$ cat src/rtl/core_fetch_pkg.sv
// core_fetch_pkg: types and constants shared by the fetch stage
// and its prefetch FIFO.
package core_fetch_pkg;

    localparam int PTR_W = 31;

    typedef logic [PTR_W-1:0] ptr_t;

    // Flush value; must match what decode treats as a no-op.
    localparam logic [15:0] NOP = 16'h0000;

    typedef enum logic [1:0] {
        IDLE = 2'd0,
        WAIT = 2'd1,
        DROP = 2'd2
    } fetch_state_e;

endpackage

$ cat src/rtl/core_fetch_fifo.sv
// core_fetch_fifo: small prefetch FIFO of {hword, pc} entries.
// Clear beats push and pop in the same cycle.
module core_fetch_fifo
    import core_fetch_pkg::*;
#(
    parameter int DEPTH = 2,
    parameter int AW    = PTR_W
) (
    input  logic                       clk,
    input  logic                       rst,
    input  logic                       i_clear,
    input  logic                       i_push,
    input  logic [15:0]                i_hword,
    input  logic [AW-1:0]              i_pc,
    input  logic                       i_pop,
    output logic [15:0]                o_hword,
    output logic [AW-1:0]              o_pc,
    output logic [$clog2(DEPTH):0]     o_count,
    output logic                       o_empty,
    output logic                       o_full
);

    localparam int PW = $clog2(DEPTH);
    localparam int CW = PW + 1;

    logic [15:0]   r_hw [DEPTH];
    logic [AW-1:0] r_pc [DEPTH];
    logic [PW-1:0] r_rd;
    logic [PW-1:0] r_wr;
    logic [CW-1:0] r_cnt;

    logic w_push;
    logic w_pop;

    assign o_empty = (r_cnt == '0);
    assign o_full  = (r_cnt == CW'(DEPTH));
    assign o_count = r_cnt;
    assign o_hword = r_hw[r_rd];
    assign o_pc    = r_pc[r_rd];

    assign w_pop  = i_pop && !o_empty && !i_clear;
    assign w_push = i_push && (!o_full || w_pop) && !i_clear;

    // Entry storage, written only on an accepted push
    always_ff @(posedge clk) begin
        if (w_push) begin
            r_hw[r_wr] <= i_hword;
            r_pc[r_wr] <= i_pc;
        end
    end

    // Read/write pointers and occupancy; push+pop leaves count unchanged
    always_ff @(posedge clk or posedge rst) begin
        if (rst) begin
            r_rd  <= '0;
            r_wr  <= '0;
            r_cnt <= '0;
        end else if (i_clear) begin
            r_rd  <= '0;
            r_wr  <= '0;
            r_cnt <= '0;
        end else begin
            if (w_push) begin
                r_wr <= r_wr + PW'(1);
            end
            if (w_pop) begin
                r_rd <= r_rd + PW'(1);
            end
            if (w_push && !w_pop) begin
                r_cnt <= r_cnt + CW'(1);
            end else if (w_pop && !w_push) begin
                r_cnt <= r_cnt - CW'(1);
            end
        end
    end

endmodule

$ cat src/rtl/core_fetch.sv
// core_fetch: instruction fetch stage. Single outstanding halfword
// request, prefetch FIFO, registered insn output to decode.
module core_fetch
    import core_fetch_pkg::*;
#(
    parameter int                ADDR_W   = PTR_W,
    parameter int                DEPTH    = 2,
    parameter logic [ADDR_W-1:0] RESET_PC = '0
) (
    input  logic              clk,
    input  logic              rst,
    input  logic              stall,
    input  logic              branch,
    input  logic [ADDR_W-1:0] target,
    output logic [ADDR_W-1:0] fetch_addr,
    output logic              fetch_start,
    input  logic              fetch_ready,
    input  logic [15:0]       fetch_data,
    output logic [15:0]       insn,
    output logic [ADDR_W-1:0] insn_pc,
    output logic              bubble
);

    localparam int CW = $clog2(DEPTH) + 1;

    fetch_state_e      r_state;
    logic [ADDR_W-1:0] r_pc;
    logic [ADDR_W-1:0] r_req_pc;
    logic [15:0]       r_insn;
    logic [ADDR_W-1:0] r_insn_pc;
    logic              r_bubble;

    logic              w_issue;
    logic              w_push;
    logic              w_pop;
    logic              w_empty;
    logic              w_full;
    logic [CW-1:0]     w_count;
    logic [15:0]       w_head_hw;
    logic [ADDR_W-1:0] w_head_pc;

    // Issue from IDLE only; occupancy is the registered count, so the
    // single in-flight response always has a free slot waiting for it.
    assign w_issue = !rst && (r_state == IDLE) && !branch
                     && (w_count < CW'(DEPTH));

    assign w_pop  = !stall && !branch && !w_empty;
    assign w_push = (r_state == WAIT) && fetch_ready && !branch
                    && (!w_full || w_pop);

    assign fetch_start = w_issue;
    assign fetch_addr  = r_pc;
    assign insn        = r_insn;
    assign insn_pc     = r_insn_pc;
    assign bubble      = r_bubble;

    core_fetch_fifo #(
        .DEPTH (DEPTH),
        .AW    (ADDR_W)
    ) u_fifo (
        .clk     (clk),
        .rst     (rst),
        .i_clear (branch),
        .i_push  (w_push),
        .i_hword (fetch_data),
        .i_pc    (r_req_pc),
        .i_pop   (w_pop),
        .o_hword (w_head_hw),
        .o_pc    (w_head_pc),
        .o_count (w_count),
        .o_empty (w_empty),
        .o_full  (w_full)
    );

    // Request FSM and PC; a response arriving with a redirect still
    // completes the bus transaction, its data is simply not kept.
    always_ff @(posedge clk or posedge rst) begin
        if (rst) begin
            r_state  <= IDLE;
            r_pc     <= RESET_PC;
            r_req_pc <= '0;
        end else begin
            unique case (r_state)
                IDLE: begin
                    if (branch) begin
                        r_pc <= target;
                    end else if (w_issue) begin
                        r_req_pc <= r_pc;
                        r_pc     <= r_pc + ADDR_W'(1);
                        r_state  <= WAIT;
                    end
                end
                WAIT: begin
                    if (branch) begin
                        r_pc <= target;
                    end
                    if (fetch_ready) begin
                        r_state <= IDLE;
                    end else if (branch) begin
                        r_state <= DROP;
                    end
                end
                DROP: begin
                    if (branch) begin
                        r_pc <= target;
                    end
                    if (fetch_ready) begin
                        r_state <= IDLE;
                    end
                end
                default: begin
                    r_state <= IDLE;
                end
            endcase
        end
    end

    // Decode-facing register: redirect flushes, stall holds,
    // otherwise take the FIFO head or insert a bubble.
    always_ff @(posedge clk or posedge rst) begin
        if (rst) begin
            r_insn    <= NOP;
            r_insn_pc <= '0;
            r_bubble  <= 1'b1;
        end else if (branch) begin
            r_insn   <= NOP;
            r_bubble <= 1'b1;
        end else if (!stall) begin
            if (!w_empty) begin
                r_insn    <= w_head_hw;
                r_insn_pc <= w_head_pc;
                r_bubble  <= 1'b0;
            end else begin
                r_insn   <= NOP;
                r_bubble <= 1'b1;
            end
        end
    end

endmodule

$ cat config.mk
export PLATFORM = sky130hd
export DESIGN_NAME = core_fetch
export DESIGN_NICKNAME = d
export VERILOG_FILES = /design/src/rtl/core_fetch_pkg.sv /design/src/rtl/core_fetch_fifo.sv /design/src/rtl/core_fetch.sv
export SDC_FILE = /design/constraint.sdc
export NUM_CORES = 1
export LEC_CHECK = 0
export CAP_MARGIN = 5
export CORE_MARGIN = 1.5
export CORE_UTILIZATION = 54
export DETAILED_ROUTE_END_ITERATION = 6
export PLACE_DENSITY_LB_ADDON = 0.25
export REMOVE_ABC_BUFFERS = 1
export SLEW_MARGIN = 20
export SYNTH_ARGS = -nofsm -noshare
export SYNTH_HDL_FRONTEND = slang
export SYNTH_SLANG_ARGS = --single-unit
$ cat constraint.sdc
create_clock -name clk -period 6 [get_ports clk]
set_input_delay 1.8 -clock clk [delete_from_list [all_inputs] [get_ports clk]]
set_output_delay 1.8 -clock clk [all_outputs]
set_load 0.03 [all_outputs]
* Word-level counts from Yosys, hierarchy flattened
Memories as Yosys holds them, arrays and structs flattened. A register that Yosys moved wholly into a read port is not among the register bits.
Index checks and enable logic that the tools add are counted.
** Operators by class
- Add/subtract/negate cells :: 5
- Multipliers :: 0
- Div/mod/pow operators :: 0
- Magnitude comparators :: 1
- Equal/unequal tests :: 10
- Shift operators :: 0
- Mux-type cells :: 25
- Bitwise gates (word level) :: 3
- Reduce and logical (&&, ||, !) cells :: 34
** Operator list (number)
- $mux 31 :: 3
- $pmux 31 s2 :: 1
- $mux 16 :: 3
- $add 31x1->31 const B :: 1
- $mux 2 :: 8
- $logic_and 1x1->1 :: 14
- $mux 1 :: 9
- $reduce_and 3->1 :: 3
- $logic_not 1->1 :: 7
- $ne 2x2->1 const B :: 3
- $ne 3x3->1 const B :: 2
- $pmux 2 s3 :: 1
- $reduce_bool 2->1 :: 3
- $eq 2x2->1 const B :: 2
- $logic_not 2->1 :: 2
- $ne 2x1->1 const B :: 2
- $reduce_and 4->1 :: 1
- $not 1->1 :: 3
- $reduce_bool 3->1 :: 1
- $add 1x1->1 const B :: 2
- $add 2x1->2 const B :: 1
- $eq 2x1->1 const B :: 1
- $logic_or 1x1->1 :: 2
- $lt 2x2->1 const B :: 1
- 2 further kinds :: 2
** Word-level totals
- Register bits :: 85
- Bits in latches :: 0
- Memory bits (writable) :: 94
- Bits in read-only memories :: 0
- Input bits :: 52
- Memories kept :: 2
** Memories
- u_fifo.r_pc :: words 2, width 31, read ports 1, clocked after memory_dff 1, write ports 1, line core_fetch_fifo.sv:27 : logic [AW-1:0] r_pc [DEPTH];
- u_fifo.r_hw :: words 2, width 16, read ports 1, clocked after memory_dff 0, write ports 1, line core_fetch_fifo.sv:26 : logic [15:0] r_hw [DEPTH];

* Logic depth before layout (Yosys ltp)
- Depth in word-level cells :: 13
- Mapped depth :: 8
- Mapped depth without buffers :: 7

* By module
A second synthesis with hierarchy kept.
** Unflattened totals
- Cells, all modules :: 626
- Area, all modules :: 8814.7 um^2
** By module, submodules not included
- core_fetch :: instances 1, cells an instance 450, area each 5177.5 um^2
- core_fetch_fifo :: instances 1, cells an instance 176, area each 3637.2 um^2

* Least setup slack after synthesis
No wires, ideal clock.
- Path type :: input -> register
- From :: in branch
- To :: mem u_fifo.r_hw[0][0] (enable)
- Setup time :: 0.453 ns
- Data arrival time :: 4.322 ns
- Data required time :: 5.547 ns
- Slack :: 1.225 ns
- Cell stages on the path :: 3
- Path buffers :: 1
- Cell sequence :: clkbuf_1 a311o_1 nor2_1
** On the way
- Longest elaborated chain between the ends :: 10
- Elaborated cells between the ends (all ways) :: 13
- Those cells by class :: mux (2); reduce/logical (11)
** RTL lines
- start: declaration :: line core_fetch.sv:13 : input logic branch,
- $logic_not 1->1 (*)
- $logic_and 1x1->1 (2 in series) :: line core_fetch.sv:47 : assign w_pop = !stall && !branch && !w_empty;
- $logic_and 1x1->1 (2 in series) :: line core_fetch_fifo.sv:41 : assign w_pop = i_pop && !o_empty && !i_clear;
- $logic_or 1x1->1 :: line core_fetch_fifo.sv:42 : assign w_push = i_push && (!o_full || w_pop) && !i_clear;
- $logic_and 1x1->1 :: line core_fetch_fifo.sv:42
- $logic_and 1x1->1 (*) :: line core_fetch_fifo.sv:42
- $mux 1 (*) :: line core_fetch_fifo.sv:46 : if (w_push) begin
- $mux 1 (not written as such) (*) :: line core_fetch_fifo.sv:47 : r_hw[r_wr] <= i_hword;
- end: declaration :: line core_fetch_fifo.sv:26
Mark *: on every way between the ends. The rest lies on a longest branch, timed or not.

* Worst setup path in the final report
- From :: in rst
- To :: out fetch_start
** On the way
- Longest elaborated chain between the ends :: 4
** RTL lines
- start: declaration :: line core_fetch.sv:11 : input logic rst,
- $logic_not 1->1 (no line)
- $logic_and 1x1->1 (2 in series) :: line core_fetch.sv:44 : assign w_issue = !rst && (r_state == IDLE) && !branch
- $logic_and 1x1->1 :: line core_fetch.sv:45 : && (w_count < CW'(DEPTH));
- end: declaration :: line core_fetch.sv:16 : output logic fetch_start,
No other way between the ends.

==> metrics.txt <==
fin crit period 4.81 ns; relative slew slack 40.4%; Clock Tree Root clkbuf_16; final std cells w/o fill 1015; Peak VDD IR 0.308 mV; hold path endpoint u_fifo.r_pc[1][2]; setup slack, reg-to-reg 3.43 ns; Critical Path Start rst; final hold slack 0.459 ns; vias per cell 5.80; worst slew pin tran 0.893 ns; chip width 129 µm; final hold vios 0; Setup crit end kind output port; global route total overflow 0; Nets 847; clk sinks 210; unrepaired setup endpoints after global routing false; LEAKAGE 0.00398 µW; CTS Hold Bufs 0; MaxCap Viol Count 0; die height 129 µm; Residual DRC 0; CTS Buf Count 21; GRT Overall Usage 23.6%; Top FF cell, synth dfrtp_1; peak fanout along the critical path 4; setup_tns 0 ns; Initial DRC Count 562; Core Region 15300 µm²; Antenna Diode Count 0; hold path depth 0; Total Routed Length 19100 µm; dpl cell area 10100 µm²; initial antenna violation count 0; synthesized area per cell 12.9 µm²; CP required 4.20 ns; Finished Cell Area 10800 µm²; Worst-path clk slew 0.06 ns; reg-to-reg startpoint r_state[1]; Top Ports 132; CTS tree yes; final worst-path cycle share 80.2%; Placed Cells 976; clk buf depth 3; yosys warns 0; Worst R2R Path Depth 6; power per cell area 510 nW/µm²; die area 16600 µm²; Final Slew Violations 0; routed via count 5886; FF-to-FF End u_fifo.r_hw[1][12]; Min-Delay Path Class reg -> reg; Yosys cell types 55; flops & latches, synth 210; status finished, final reports clean; number of global-route vias before repair 5756; gp weighted congestion 0.864; Clk Latency, worst-skew pair 0.49 ns; Pwr Total 5480 µW; PostCTS Resize Cnt 0; number of synthesized flops with an enable pin 94; Layout Skew 0.00908 ns; Layout area overhead 25.8%; first-pass GRT wire length 30300 µm; asr flop ratio synth 55.2%; Mapped Area 8550 µm²; port bufs 131; final setup fails 0; Critical Path Start Type input port; setup bufs post-CTS 0; kind of critical path in -> out; largest net degree at the start of global routing 71; Routed wire per std cell 18.9 µm; register area share after synthesis 67.0%; H-tree depth 1; Synth Instances 661; Worst Hold Launch r_req_pc[2]; critical path arrival 3.01 ns; fmax 208 MHz; Initial Util 55.8%; TritonRoute pass-1 iters 6; DP Wirelength 12600 µm; share of cells above drive strength 1 10.7%; row count 45; post-route ant nets 0
worst max-delay path by stage:
stage	endpoint	slack, ns	cells after the start
detailed placement	fetch_start	1.18	4
CTS	fetch_start	1.17	4
global route	fetch_start	1.15	4
finish	fetch_start	1.19	4
floorplan	fetch_start	0.54	2
global placement	fetch_start	1.21	4
power by group:
group / switching, µW / internal (µW)
Clock: 519 / 713
Combinational: 1110 / 803
Sequential: 375 / 1960
Total: 2000 / 3480
critical path, cell delays in order:
cell,delay [ns]
clkdlybuf4s50_1,0.47
or2_1,0.35
nor3_4,0.20
buf_4,0.20
metrics by stage:
stage | util (%) | setup slack [ns]
6_report | 70.3 | 1.19
5_1_grt | 70.3 | 1.15
4_1_cts | 70.2 | 1.17
3_5_place_dp | 66.0 | 1.18
3_3_place_gp | 66.0 | 1.21
2_1_floorplan | - | 0.541
cells in the final DEF, fill, tap and decap left out, drive strengths merged, types with 3 or more instances in the layout:
master	n
a21oi	41
a2bb2oi	6
a31oi	3
and3	4
and4	3
buf	13
clkbuf	33
clkdlybuf4s50	130
clkinv	3
dfrtp	115
edfxtp	94
ha	6
inv	14
mux2	32
mux2i	49
nand2	78
nand3	14
nand4	12
nor2	18
nor3	15
nor4	4
o21ai	63
o22ai	16
o31ai	3
or2	3
or3	3
cell usage after synthesis, types with 3 or more instances:
library cell  number  area, µm²
dfrtp_1          115       2880
edfxtp_1          94       2820
nand2_1           78        293
o21ai_0           62        310
mux2i_1           49        490
a21oi_1           41        205
mux2_2            32        360
clkbuf_1          24       90.1
nor2_1            18       67.6
o22ai_1           16        100
nand3_1           13       65.1
nor3_1            13       65.1
inv_1             12       45.0
nand4_1           12       75.1
buf_2             11       55.1
a2bb2oi_1          6       52.6
ha_1               6       75.1
and3_1             4       25.0
a31oi_1            3       18.8
and4_1             3       26.3
nor4_1             3       18.8
o31ai_1            3       22.5
or3_1              3       18.8
state kept, by name (all words and copies together), names as in the netlist:
register	flops
u_fifo.o_count	2
u_fifo.r_wr	1
u_fifo.r_pc	62
u_fifo.r_hw	32
insn_pc	31
bubble	1
r_req_pc	31
insn	16
r_state	2
fetch_addr	31
u_fifo.r_rd	1
logic make-up (layout without fill, tap and decap cells):
| logic type | after synthesis | after routing | synth area share, % |
|---|---|---|---|
| xor+xnor | 1 | 1 | 0.102 |
| compound gates | 153 | 153 | 10.7 |
| fa+ha+maj | 6 | 6 | 0.878 |
| simple gates | 159 | 159 | 8.81 |
| mux | 81 | 81 | 9.95 |
| buf+inv | 51 | 194 | 2.58 |
| flops | 210 | 210 | 67.0 |
cell type report:
type / count / area, µm²
repair buffers: 143 / 1430
inverters: 13 / 51.3
clock buffers: 33 / 581
fillers: 1080 / 4560
clock inverters: 5 / 60.1
flip-flops and latches: 210 / 5730
multi-input cells: 400 / 2640
well taps: 211 / 264
routing by layer:
metal  routed length, µm  GRT usage (%)
met1                8100           32.9
met2                9160           38.2
met3                1300           3.99
met4                 578           8.06
met5                   0              0
(Power assumes the default switching activity.)
